==> src/rtl/jstk_pkg.sv <==
// Shared constants, state encoding and frame field layout for the joystick poll scheduler.
package jstk_pkg;

   localparam int unsigned FRAME_W = 40;
   localparam int unsigned POS_W   = 10;
   localparam int unsigned BTN_W   = 2;
   localparam int unsigned LED_W   = 2;
   localparam int unsigned HDR_W   = 6;

   localparam logic [HDR_W-1:0] CMD_HDR = 6'b100000;

   localparam int unsigned X_LO_MSB = 39;
   localparam int unsigned X_LO_LSB = 32;
   localparam int unsigned X_HI_MSB = 25;
   localparam int unsigned X_HI_LSB = 24;
   localparam int unsigned Y_LO_MSB = 23;
   localparam int unsigned Y_LO_LSB = 16;
   localparam int unsigned Y_HI_MSB = 9;
   localparam int unsigned Y_HI_LSB = 8;
   localparam int unsigned BTN_MSB  = 2;
   localparam int unsigned BTN_LSB  = 1;

   typedef enum logic [1:0] {
      ST_WAIT  = 2'd0,
      ST_START = 2'd1,
      ST_BUSY  = 2'd2
   } state_t;

   typedef struct packed {
      logic [POS_W-1:0] x;
      logic [POS_W-1:0] y;
      logic [BTN_W-1:0] btn;
   } joy_t;

   // Outgoing command frame: header, LED bits, zero padding.
   function automatic logic [FRAME_W-1:0] build_frame(input logic [LED_W-1:0] led);
      return {CMD_HDR, led, (FRAME_W-HDR_W-LED_W)'(0)};
   endfunction

endpackage

==> src/rtl/jstk_frame_decode.sv <==
// Pure decode of a returned 40-bit joystick frame into x/y/button fields.
module jstk_frame_decode
   import jstk_pkg::*;
(
   input  logic [FRAME_W-1:0] rx,
   output joy_t               joy
);

   assign joy.x   = {rx[X_HI_MSB:X_HI_LSB], rx[X_LO_MSB:X_LO_LSB]};
   assign joy.y   = {rx[Y_HI_MSB:Y_HI_LSB], rx[Y_LO_MSB:Y_LO_LSB]};
   assign joy.btn = rx[BTN_MSB:BTN_LSB];

   // Reserved/status bits of the frame carry nothing the game uses.
   logic unused_bits;
   assign unused_bits = ^{rx[31:26], rx[15:10], rx[7:3], rx[0]};

endmodule

==> src/rtl/jstk_poll_sched.sv <==
// Alternating two-player joystick poller sharing one SPI transfer engine.
// Optional BUSY timeout abort is built when JSTK_TIMEOUT_EN is defined.
module jstk_poll_sched
   import jstk_pkg::*;
#(
   parameter int unsigned POLL_CYCLES    = 500000,
   parameter int unsigned CNT_W          = 20,
   parameter int unsigned TIMEOUT_CYCLES = 262143
) (
   input  logic               clk50M,
   input  logic               rst,
   input  logic               enable,
   input  logic [LED_W-1:0]   led_p0,
   input  logic [LED_W-1:0]   led_p1,
   input  logic               xfer_busy,
   input  logic               xfer_done,
   input  logic [FRAME_W-1:0] xfer_rx,
   output logic               xfer_start,
   output logic [FRAME_W-1:0] xfer_tx,
   output logic               cs_sel,
   output logic [POS_W-1:0]   p0_x,
   output logic [POS_W-1:0]   p0_y,
   output logic [BTN_W-1:0]   p0_btn,
   output logic               p0_valid,
   output logic               p0_upd,
   output logic [POS_W-1:0]   p1_x,
   output logic [POS_W-1:0]   p1_y,
   output logic [BTN_W-1:0]   p1_btn,
   output logic               p1_valid,
   output logic               p1_upd,
   output logic               xfer_err
);

   if (POLL_CYCLES < 2) begin : g_poll_chk
      $error("POLL_CYCLES must be at least 2");
   end
   if ((((POLL_CYCLES - 1) >> CNT_W) != 0) || (((TIMEOUT_CYCLES - 1) >> CNT_W) != 0)) begin : g_cnt_chk
      $error("CNT_W too narrow for POLL_CYCLES/TIMEOUT_CYCLES");
   end

   localparam logic [CNT_W-1:0] POLL_LAST = CNT_W'(POLL_CYCLES - 1);
`ifdef JSTK_TIMEOUT_EN
   localparam logic [CNT_W-1:0] TMO_LAST  = CNT_W'(TIMEOUT_CYCLES - 1);
`endif

   state_t           state;
   logic [CNT_W-1:0] cnt;
   joy_t             rx_joy;

   jstk_frame_decode u_decode (
      .rx  (xfer_rx),
      .joy (rx_joy)
   );

   // Scheduler FSM, poll counter and per-player result registers.
   always_ff @(posedge clk50M or posedge rst) begin
      if (rst) begin
         state      <= ST_WAIT;
         cnt        <= '0;
         cs_sel     <= 1'b0;
         xfer_start <= 1'b0;
         xfer_tx    <= '0;
         p0_x       <= '0;
         p0_y       <= '0;
         p0_btn     <= '0;
         p0_valid   <= 1'b0;
         p0_upd     <= 1'b0;
         p1_x       <= '0;
         p1_y       <= '0;
         p1_btn     <= '0;
         p1_valid   <= 1'b0;
         p1_upd     <= 1'b0;
         xfer_err   <= 1'b0;
      end else begin
         xfer_start <= 1'b0;
         p0_upd     <= 1'b0;
         p1_upd     <= 1'b0;
         xfer_err   <= 1'b0;
         case (state)
            ST_WAIT: begin
               if (!enable) begin
                  cnt <= '0;
               end else if (cnt == POLL_LAST) begin
                  cnt     <= '0;
                  state   <= ST_START;
                  xfer_tx <= build_frame(cs_sel ? led_p1 : led_p0);
               end else begin
                  cnt <= cnt + CNT_W'(1);
               end
            end
            ST_START: begin
               if (!xfer_busy) begin
                  xfer_start <= 1'b1;
                  state      <= ST_BUSY;
               end
            end
            ST_BUSY: begin
               // A done on the timeout cycle still wins over the abort.
               if (xfer_done) begin
                  if (cs_sel) begin
                     p1_x     <= rx_joy.x;
                     p1_y     <= rx_joy.y;
                     p1_btn   <= rx_joy.btn;
                     p1_valid <= 1'b1;
                     p1_upd   <= 1'b1;
                  end else begin
                     p0_x     <= rx_joy.x;
                     p0_y     <= rx_joy.y;
                     p0_btn   <= rx_joy.btn;
                     p0_valid <= 1'b1;
                     p0_upd   <= 1'b1;
                  end
                  cs_sel <= ~cs_sel;
                  cnt    <= '0;
                  state  <= ST_WAIT;
               end
`ifdef JSTK_TIMEOUT_EN
               else if (cnt == TMO_LAST) begin
                  xfer_err <= 1'b1;
                  if (cs_sel) begin
                     p1_valid <= 1'b0;
                  end else begin
                     p0_valid <= 1'b0;
                  end
                  cs_sel <= ~cs_sel;
                  cnt    <= '0;
                  state  <= ST_WAIT;
               end else begin
                  cnt <= cnt + CNT_W'(1);
               end
`endif
            end
            default: begin
               state <= ST_WAIT;
               cnt   <= '0;
            end
         endcase
      end
   end

endmodule
==> config.mk <==
export PLATFORM = sky130hd
export DESIGN_NAME = jstk_poll_sched
export DESIGN_NICKNAME = d
export VERILOG_FILES = /design/src/rtl/jstk_pkg.sv /design/src/rtl/jstk_frame_decode.sv /design/src/rtl/jstk_poll_sched.sv
export SDC_FILE = /design/constraint.sdc
export NUM_CORES = 1
export LEC_CHECK = 0
export ABC_AREA = 0
export BUFFER_PORTS_ARGS = -buffer_cell sky130_fd_sc_hd__buf_2
export CAP_MARGIN = 20
export CORE_UTILIZATION = 52
export CTS_CLUSTER_DIAMETER = 40
export CTS_CLUSTER_SIZE = 8
export DETAILED_ROUTE_END_ITERATION = 10
export GPL_ROUTABILITY_DRIVEN = 1
export PLACE_DENSITY_LB_ADDON = 0.3
export REMOVE_ABC_BUFFERS = 1
export SYNTH_ARGS = -nofsm -noshare
export SYNTH_HDL_FRONTEND = slang
export SYNTH_SLANG_ARGS = --single-unit
==> constraint.sdc <==
create_clock -name clk50M -period 3.2 [get_ports clk50M]
set_input_delay 0.16 -clock clk50M [delete_from_list [all_inputs] [get_ports clk50M]]
set_output_delay 0.16 -clock clk50M [all_outputs]
set_load 0.005 [all_outputs]
After elaboration in Yosys (flattened, before gate mapping). Cells that the tools add are included.

Equal/unequal tests: 7. $add $sub $neg: 1. Reductions and logical operators: 7. Bitwise gates (word level): 2. Multiplexer cells: 18.

Operators with widths (number): $mux W20 (3); $pmux W20 S3 (1); $add A20 B1 Y20 const B (1); $eq A20 B19 Y1 const B (1); $mux W2 (5); $reduce_and A3 Y1 (3); $mux W1 (8); $ne A2 B2 Y1 const B (4); $pmux W2 S3 (1); $reduce_and A2 Y1 (2); $reduce_and A4 Y1 (1); $eq A2 B1 Y1 const B (1); $eq A2 B2 Y1 const B (1); $logic_not A2 Y1 (1); $not A1 Y1 (2).

Output and inout bits: 91. Flip-flop bits (word level): 75. Input port bits: 49. Word-level logic and storage cells: 50.

Logic depth before layout (Yosys ltp). Gate-level depths: netlist of run 1.

Depth after elaboration: 4. Gate-level depth with buffers: 6.

Modules after synthesis. A second synthesis of run 1 with hierarchy kept.

Cells, all modules: 366. Area total of the unflattened synthesis: 3651.0 µm².

By module, submodules not included: jstk_poll_sched (sequential area each 1876.8 µm², cells each 344, times used 1, area each 3485.8 µm²); jstk_frame_decode (sequential area each 0.0 µm², cells each 22, times used 1, area each 165.2 µm²).

Worst setup path before layout of run 1. No wires, ideal clock.

Kind: reg2reg. Start point: reg cnt[10]. End point: reg cnt[8]. Data arrival time: 1.758 ns. Cell stages (with the launch flop): 6. Setup slack: 1.318 ns. Period minus slack after synthesis: 1.882 ns. Data required time: 3.076 ns. Cells stage by stage: dfrtp_1 or4b_4 nor4_4 a31oi_4 and3_1 a211o_1.

Cells in the longest elaborated chain, start to end: 4.

RTL lines: start: declaration (line jstk_poll_sched.sv:47) `logic [CNT_W-1:0] cnt;`; start signal: assignment (line jstk_poll_sched.sv:88) `cnt <= cnt + CNT_W'(1);`; $eq A20 B19 Y1 (line jstk_poll_sched.sv:83) `end else if (cnt == POLL_LAST) begin`; $mux W20 (line jstk_poll_sched.sv:83); $mux W20 (line jstk_poll_sched.sv:81) `if (!enable) begin`; $pmux W20 S3 (line jstk_poll_sched.sv:79) `case (state)`.

Every way passes these cells. A chain may end at the register's enable or synchronous reset.

Worst setup path after layout of run 1.
Start point: reg cnt[9]. End point: reg cnt[10].

Cells in the longest elaborated chain, start to end: 4. Elaborated cells on any way between the ends: 5. Those cells by class: add/sub (1); eq/ne (1); mux (3).

RTL lines (line): $add A20 B1 Y20 or $eq A20 B19 Y1 (tied branches) (jstk_poll_sched.sv:88, jstk_poll_sched.sv:83); $mux W20 * (jstk_poll_sched.sv:83); $mux W20 * (jstk_poll_sched.sv:81); $pmux W20 S3 * (jstk_poll_sched.sv:79).

Mark *: on every way between the ends. The rest lies on a longest branch, timed or not.

==> results.cfg, run 1 <==
[power]
p_seq_frac = 0.527
pwr-share-clk = 0.434
total_power_mw = 1.81
p_per_area_mw_per_mm2 = 448
swShare = 0.218
p_int_mw = 1.41
power_frac_comb = 0.039
p_leak_nw = 2.31
p_switching_mw = 0.395
ir_worst_vdd_mv = 0.297

[floorplanning]
initial_core_util = 0.541
io_pins = 140
die_w_um = 83.3
die-area_mm2 = 0.00693
die_y_um = 83.3
core_mm2 = 0.00635
rows = 29

[global_route]
grt_pass1_wl_um = 11100
grt_use_total = 0.204
antenna_found_initial = 0
gr-total-overflow = 0
grt_pass1_vias = 2324
grt_max_degree = 76

[cts]
post_cts.repair.setup_buffers = 0
root_buffer = clkbuf_8
tritoncts = built
cts.reportedPaths.clkPinSlew_ps = 80
clock-sinks = 75
insertion_delay_ps = 340
cts_buffers = 9
clk_path_buf_depth = 2
htree_num_levels = 3

[synthesis]
synth_edf_count = 0
yosys.area.top_type = dfrtp_1
synthCells = 322
synth_area_per_cell_um2 = 10.7
ys_ff_latch = 75
synth.distinct_cells = 41
synthFlopType = dfrtp_1
ys.warnings.count = 0
yosysTopAreaCellShare = 0.547
synth_area_mm2 = 0.00343
async_reset_ff_frac = 1.00
yosysSeqAreaShare = 0.547
synth_area_leaders = dfrtp_1 55%, mux2_2 8.9%, nand2_1 8.5%, buf_4 8.3%, nand3_1 2.0%

[place]
portBuffers = 83
finalWeightedCongestion = 0.747
placed_area_mm2 = 0.00379
post-place-ws_ps = 1090
dp_cells = 476
dpl.hpwl_um = 4520

[cells_and_area]
final_core_util = 0.636
fin_area_mm2 = 0.00404
fin_nets = 463
final_common_cell = buf_2
syn2layout_area_growth_pct = 17.6
fillers = 530
final_layout_size_suffix_gt1_frac = 0.342
layout_common_cells = 83 x buf_2, 78 x nand2_1, 75 x dfrtp_1
n_antenna_cell = 0
layout.cells.non_filler = 495

[hold_path]
hold_class = input pin to flop
whs_path_depth = 3
min_to = p1_x[2]
hold_start = xfer_rx[34]

[setup_path]
rr_worst_depth = 5
arrival_ps = 2320
cp_max_fo = 10
reg2reg_from = cnt[9]
worstSetupPathType = flop to flop
rrSetupSlack_ps = 1080
startpoint_type = flop
r2r_end = cnt[10]
end_kind = flop
worstPathRequired_ps = 3400

[status]
status = finished, final reports clean

[sta]
hold_viol_final = 0
whs_ps = 24.4
fin_setup_tns_ps = 0
timing.final.ws_setup_ps = 1080
grt_setup_unrepaired = false
slew_viol_final = 0
fin_skew_ps = 10.5
setup_violations = 0
slew_headroom = 0.370
period_needed_ps = 2120
fmax_mhz = 472
timing.final.crit_share = 0.662
worst_pin_slew_ps = 945

[detailed_routing]
vias_per_cell = 5.03
drcViolationCount = 0
drt_iter0_markers = 141
firstDrtPassIters = 4
detail-route-antenna-nets = 0
wl_um = 6600
wl_per_cell_um = 13.3
via_count = 2488

[run]
max_cap_violations = 0
[repair_timing]
action	in CTS	in global routing
gates resized for setup	0	0
endpoints found under the hold margin	3	0
hold buffers	3	0
[critical path, cell delays in order, from the launching register on]
cell	delay, ps
dfrtp_1	430
or4b_4	560
nor4_4	250
a31oi_4	230
nor2_2	400
nor3_1	110
[metal layers]
layer	wire length, µm	up-vias	global-route usage
met2	3310	91	0.328
met3	312	8	0.0417
li1	-	1181	-
met1	2870	1208	0.259
met5	0	-	0
met4	108	0	0.111
[state kept, by name, summed over array words and instances (netlist names)]
signal      count
xfer_start      1
p1_y           10
xfer_tx         3
p1_btn          2
p0_x           10
p1_upd          1
cs_sel          1
p0_btn          2
p1_x           10
cnt            20
p1_valid        1
p0_valid        1
p0_y           10
state           2
p0_upd          1
[area by class of cell]
class,count,area (µm²),share of cell area
Clock buffer,10,128,0.0316
Clock inverter,6,88.8,0.0220
Inverter,2,7.51,0.00186
Multi-Input combinational cell,236,1370,0.340
Sequential cell,75,1880,0.465
Tap cell,77,96.3,0.0239
Timing Repair Buffer,89,468,0.116
[kinds of logic (layout without fill, tap and decap cells)]
group / count (synthesis) / in the layout / share of synthesized area
muxes: 28 / 28 / 0.0915
and+or+nand+nor: 146 / 146 / 0.207
AOI/OAI and AO/OA: 12 / 12 / 0.0277
buffers and inverters: 48 / 107 / 0.0948
DFF: 75 / 75 / 0.547
xor gates and xnor gates: 11 / 11 / 0.0281
adders and majority gates: 1 / 1 / 0.00364
other: 1 / 38 / 0.00109
[power by group through the flow]
stage               Clock, mW  Sequential [mW]  Combinational (mW)
finish                  0.785            0.953              0.0709
global route            0.850            0.953              0.0816
CTS                     0.810            0.953              0.0716
detailed placement          0            0.971              0.0686
global placement            0            0.971              0.0669
floorplan                   0            0.971              0.0371
[synthesized netlist by cell type (3+ instances only)]
cell type	instances
and3_1	3
buf_4	38
clkbuf_1	4
dfrtp_1	75
mux2_2	27
nand2_1	78
nand3_1	14
nand4_1	5
nor2_1	17
nor2b_1	3
nor3_1	3
o21ai_0	4
or2_2	4
or3b_1	3
xnor2_1	4
xor2_1	7
[worst max path at each step]
stage	start	end	slack (ps)
finish	cnt[9]	cnt[10]	1080
CTS	cnt[10]	cnt[10]	1080
global placement	cnt[10]	cnt[10]	1130
detailed placement	cnt[10]	cnt[10]	1090
global route	cnt[11]	cnt[19]	970
floorplan	state[0]	p0_btn[0]	1060
Note: power is estimated with default switching activity, not from simulation.
==> inputs of run 2 (changes only) <==
Settings changed: CORE_UTILIZATION 52 to 44.
Clock period 3.2 ns to 1.9 ns, I/O delays scaled along.
==> run 2 against run 1 <==
Non-clock buffer count up 40. Largest power group unchanged. First-iteration DRC count is 35% higher. The flow now finishes with violations (negative setup slack). Sequential share of layout area down 5.1 points. Utilization fell by 2.4 points. Clock skew hardly changed. Sequential power grew 68%. Die area increased by 18%. Routed wire length up 9.5%.
==> results.cfg, run 2 (synthesis results as in run 1) <==
[status]
status = finished, violations left
violations = negative setup slack

[sta]
timing.final.ws_setup_ps = -16.5
fmax_mhz = 522
timing.final.crit_share = 1.01
slew_headroom = 0.670
worst_pin_slew_ps = 490
whs_ps = 85.2
slew_viol_final = 0
hold_viol_final = 0
grt_setup_unrepaired = true
fin_skew_ps = 10.0
fin_setup_tns_ps = -33.0
setup_violations = 2
period_needed_ps = 1920

[setup_path]
startpoint_type = flop
cp_slowest_cell = or4b_4
crit_chain = or4b_4 > nor4_4 > nand2_1 > nor2_4 > mux2_4
slowest_delay_ps = 550
arrival_ps = 2150
timing.critical_path.buf_inv = 0
end_kind = flop
cp_max_fo = 3
worstSetupPathType = flop to flop
cpLargestDelayFamily = simple AND/OR/NAND/NOR gates
worstPathRequired_ps = 2130

[cts]
clock-sinks = 75
cts.reportedPaths.clkPinSlew_ps = 80
cts_buffers = 9
insertion_delay_ps = 350
root_buffer = clkbuf_8
htree_num_levels = 3
clk_path_buf_depth = 2
tritoncts = built

[place]
post-place-ws_ps = -70.7
dpl.hpwl_um = 4760
placed_area_mm2 = 0.00398
finalWeightedCongestion = 0.763
portBuffers = 83

[cells_and_area]
final_core_util = 0.612
final_common_cell = buf_2
largest_register_ffs = 20
layout_common_cells = 83 x buf_2, 78 x nand2_1, 75 x dfrtp_1
fin_nets = 503
largest_register = cnt
syn2layout_area_growth_pct = 32.0
fin_area_mm2 = 0.00453
n_antenna_cell = 0
final_layout_size_suffix_gt1_frac = 0.367

[power]
p_leak_nw = 2.54
ir_worst_vdd_mv = 0.540
p_per_area_mw_per_mm2 = 703

[global_route]
grt_max_degree = 76
grt_pass1_vias = 2606
gr-total-overflow = 0
grt_use_total = 0.193
grt_pass1_wl_um = 12400
antenna_found_initial = 0

[floorplanning]
die-area_mm2 = 0.00816
rows = 31
core_mm2 = 0.00741
die_y_um = 90.3
die_w_um = 90.3
io_pins = 140
initial_core_util = 0.463

[detailed_routing]
vias_per_cell = 4.78
detail-route-antenna-nets = 0
wl_um = 7220
drcViolationCount = 0
firstDrtPassIters = 4
wl_per_cell_um = 13.0
drt_iter0_markers = 191
via_count = 2663

[hold_path]
hold_class = input pin to flop

[run]
max_cap_violations = 0
## run 2: final timing paths
path                       startpoint           to  slack (ps)  cells after the start
setup reg to reg               cnt[9]  xfer_tx[32]         -20                      5
setup / recovery               cnt[9]  xfer_tx[32]         -20                      5
hold / removal              xfer_done       cs_sel          90                      3
max in group asynchronous         rst       p0_upd        1210                      4
hold reg to reg              p0_valid     p0_valid         470                      1
min in group asynchronous         rst      p1_x[4]         390                      4
## run 2: timing repair
| item | 4_1_cts | 5_1_grt |
|---|---|---|
| hold buffers | 24 | 0 |
| buffers inserted | 0 | 1 |
| endpoints found under the hold margin | 120 | 0 |
| resized for setup | 3 | 11 |
| pin swaps | 0 | 3 |
| endpoints found under the setup margin | 4 | 15 |
## run 2: report_power, final
group,internal (mW),switching (mW)
Sequential,1.60,0.00489
Combinational,0.0821,0.0902
Clock,0.789,0.621
Total,2.47,0.716
## run 2: per-layer routing
metal / routed length [µm] / track usage / vias to the layer above
met4: 85 / 0.0685 / 0
met5: 0 / 0 / -
met3: 364 / 0.0412 / 8
met1: 3110 / 0.241 / 1294
li1: - / - / 1257
met2: 3670 / 0.329 / 104
## run 2: area by class of cell
cell class | instances | area, µm²
Inverter | 2 | 7.51
Fill cell | 654 | 2880
Clock inverter | 6 | 93.8
Timing Repair Buffer | 129 | 857
Tap cell | 99 | 124
Clock buffer | 10 | 138
Multi-Input combinational cell | 236 | 1440
Sequential cell | 75 | 1880
## run 2: metrics by stage
stage          cells  total power [mW]
5_1_grt          557              3.31
4_1_cts          556              3.23
6_report         557              3.19
2_1_floorplan    313              1.70
3_3_place_gp     516              1.76
3_5_place_dp     516              1.77
## run 2: worst reg2reg max path, stage by stage, from the launching register on
cell     delay, ps
dfrtp_1        390
or4b_4         550
nor4_4         250
nand2_1        150
nor2_4         160
mux2_4         310
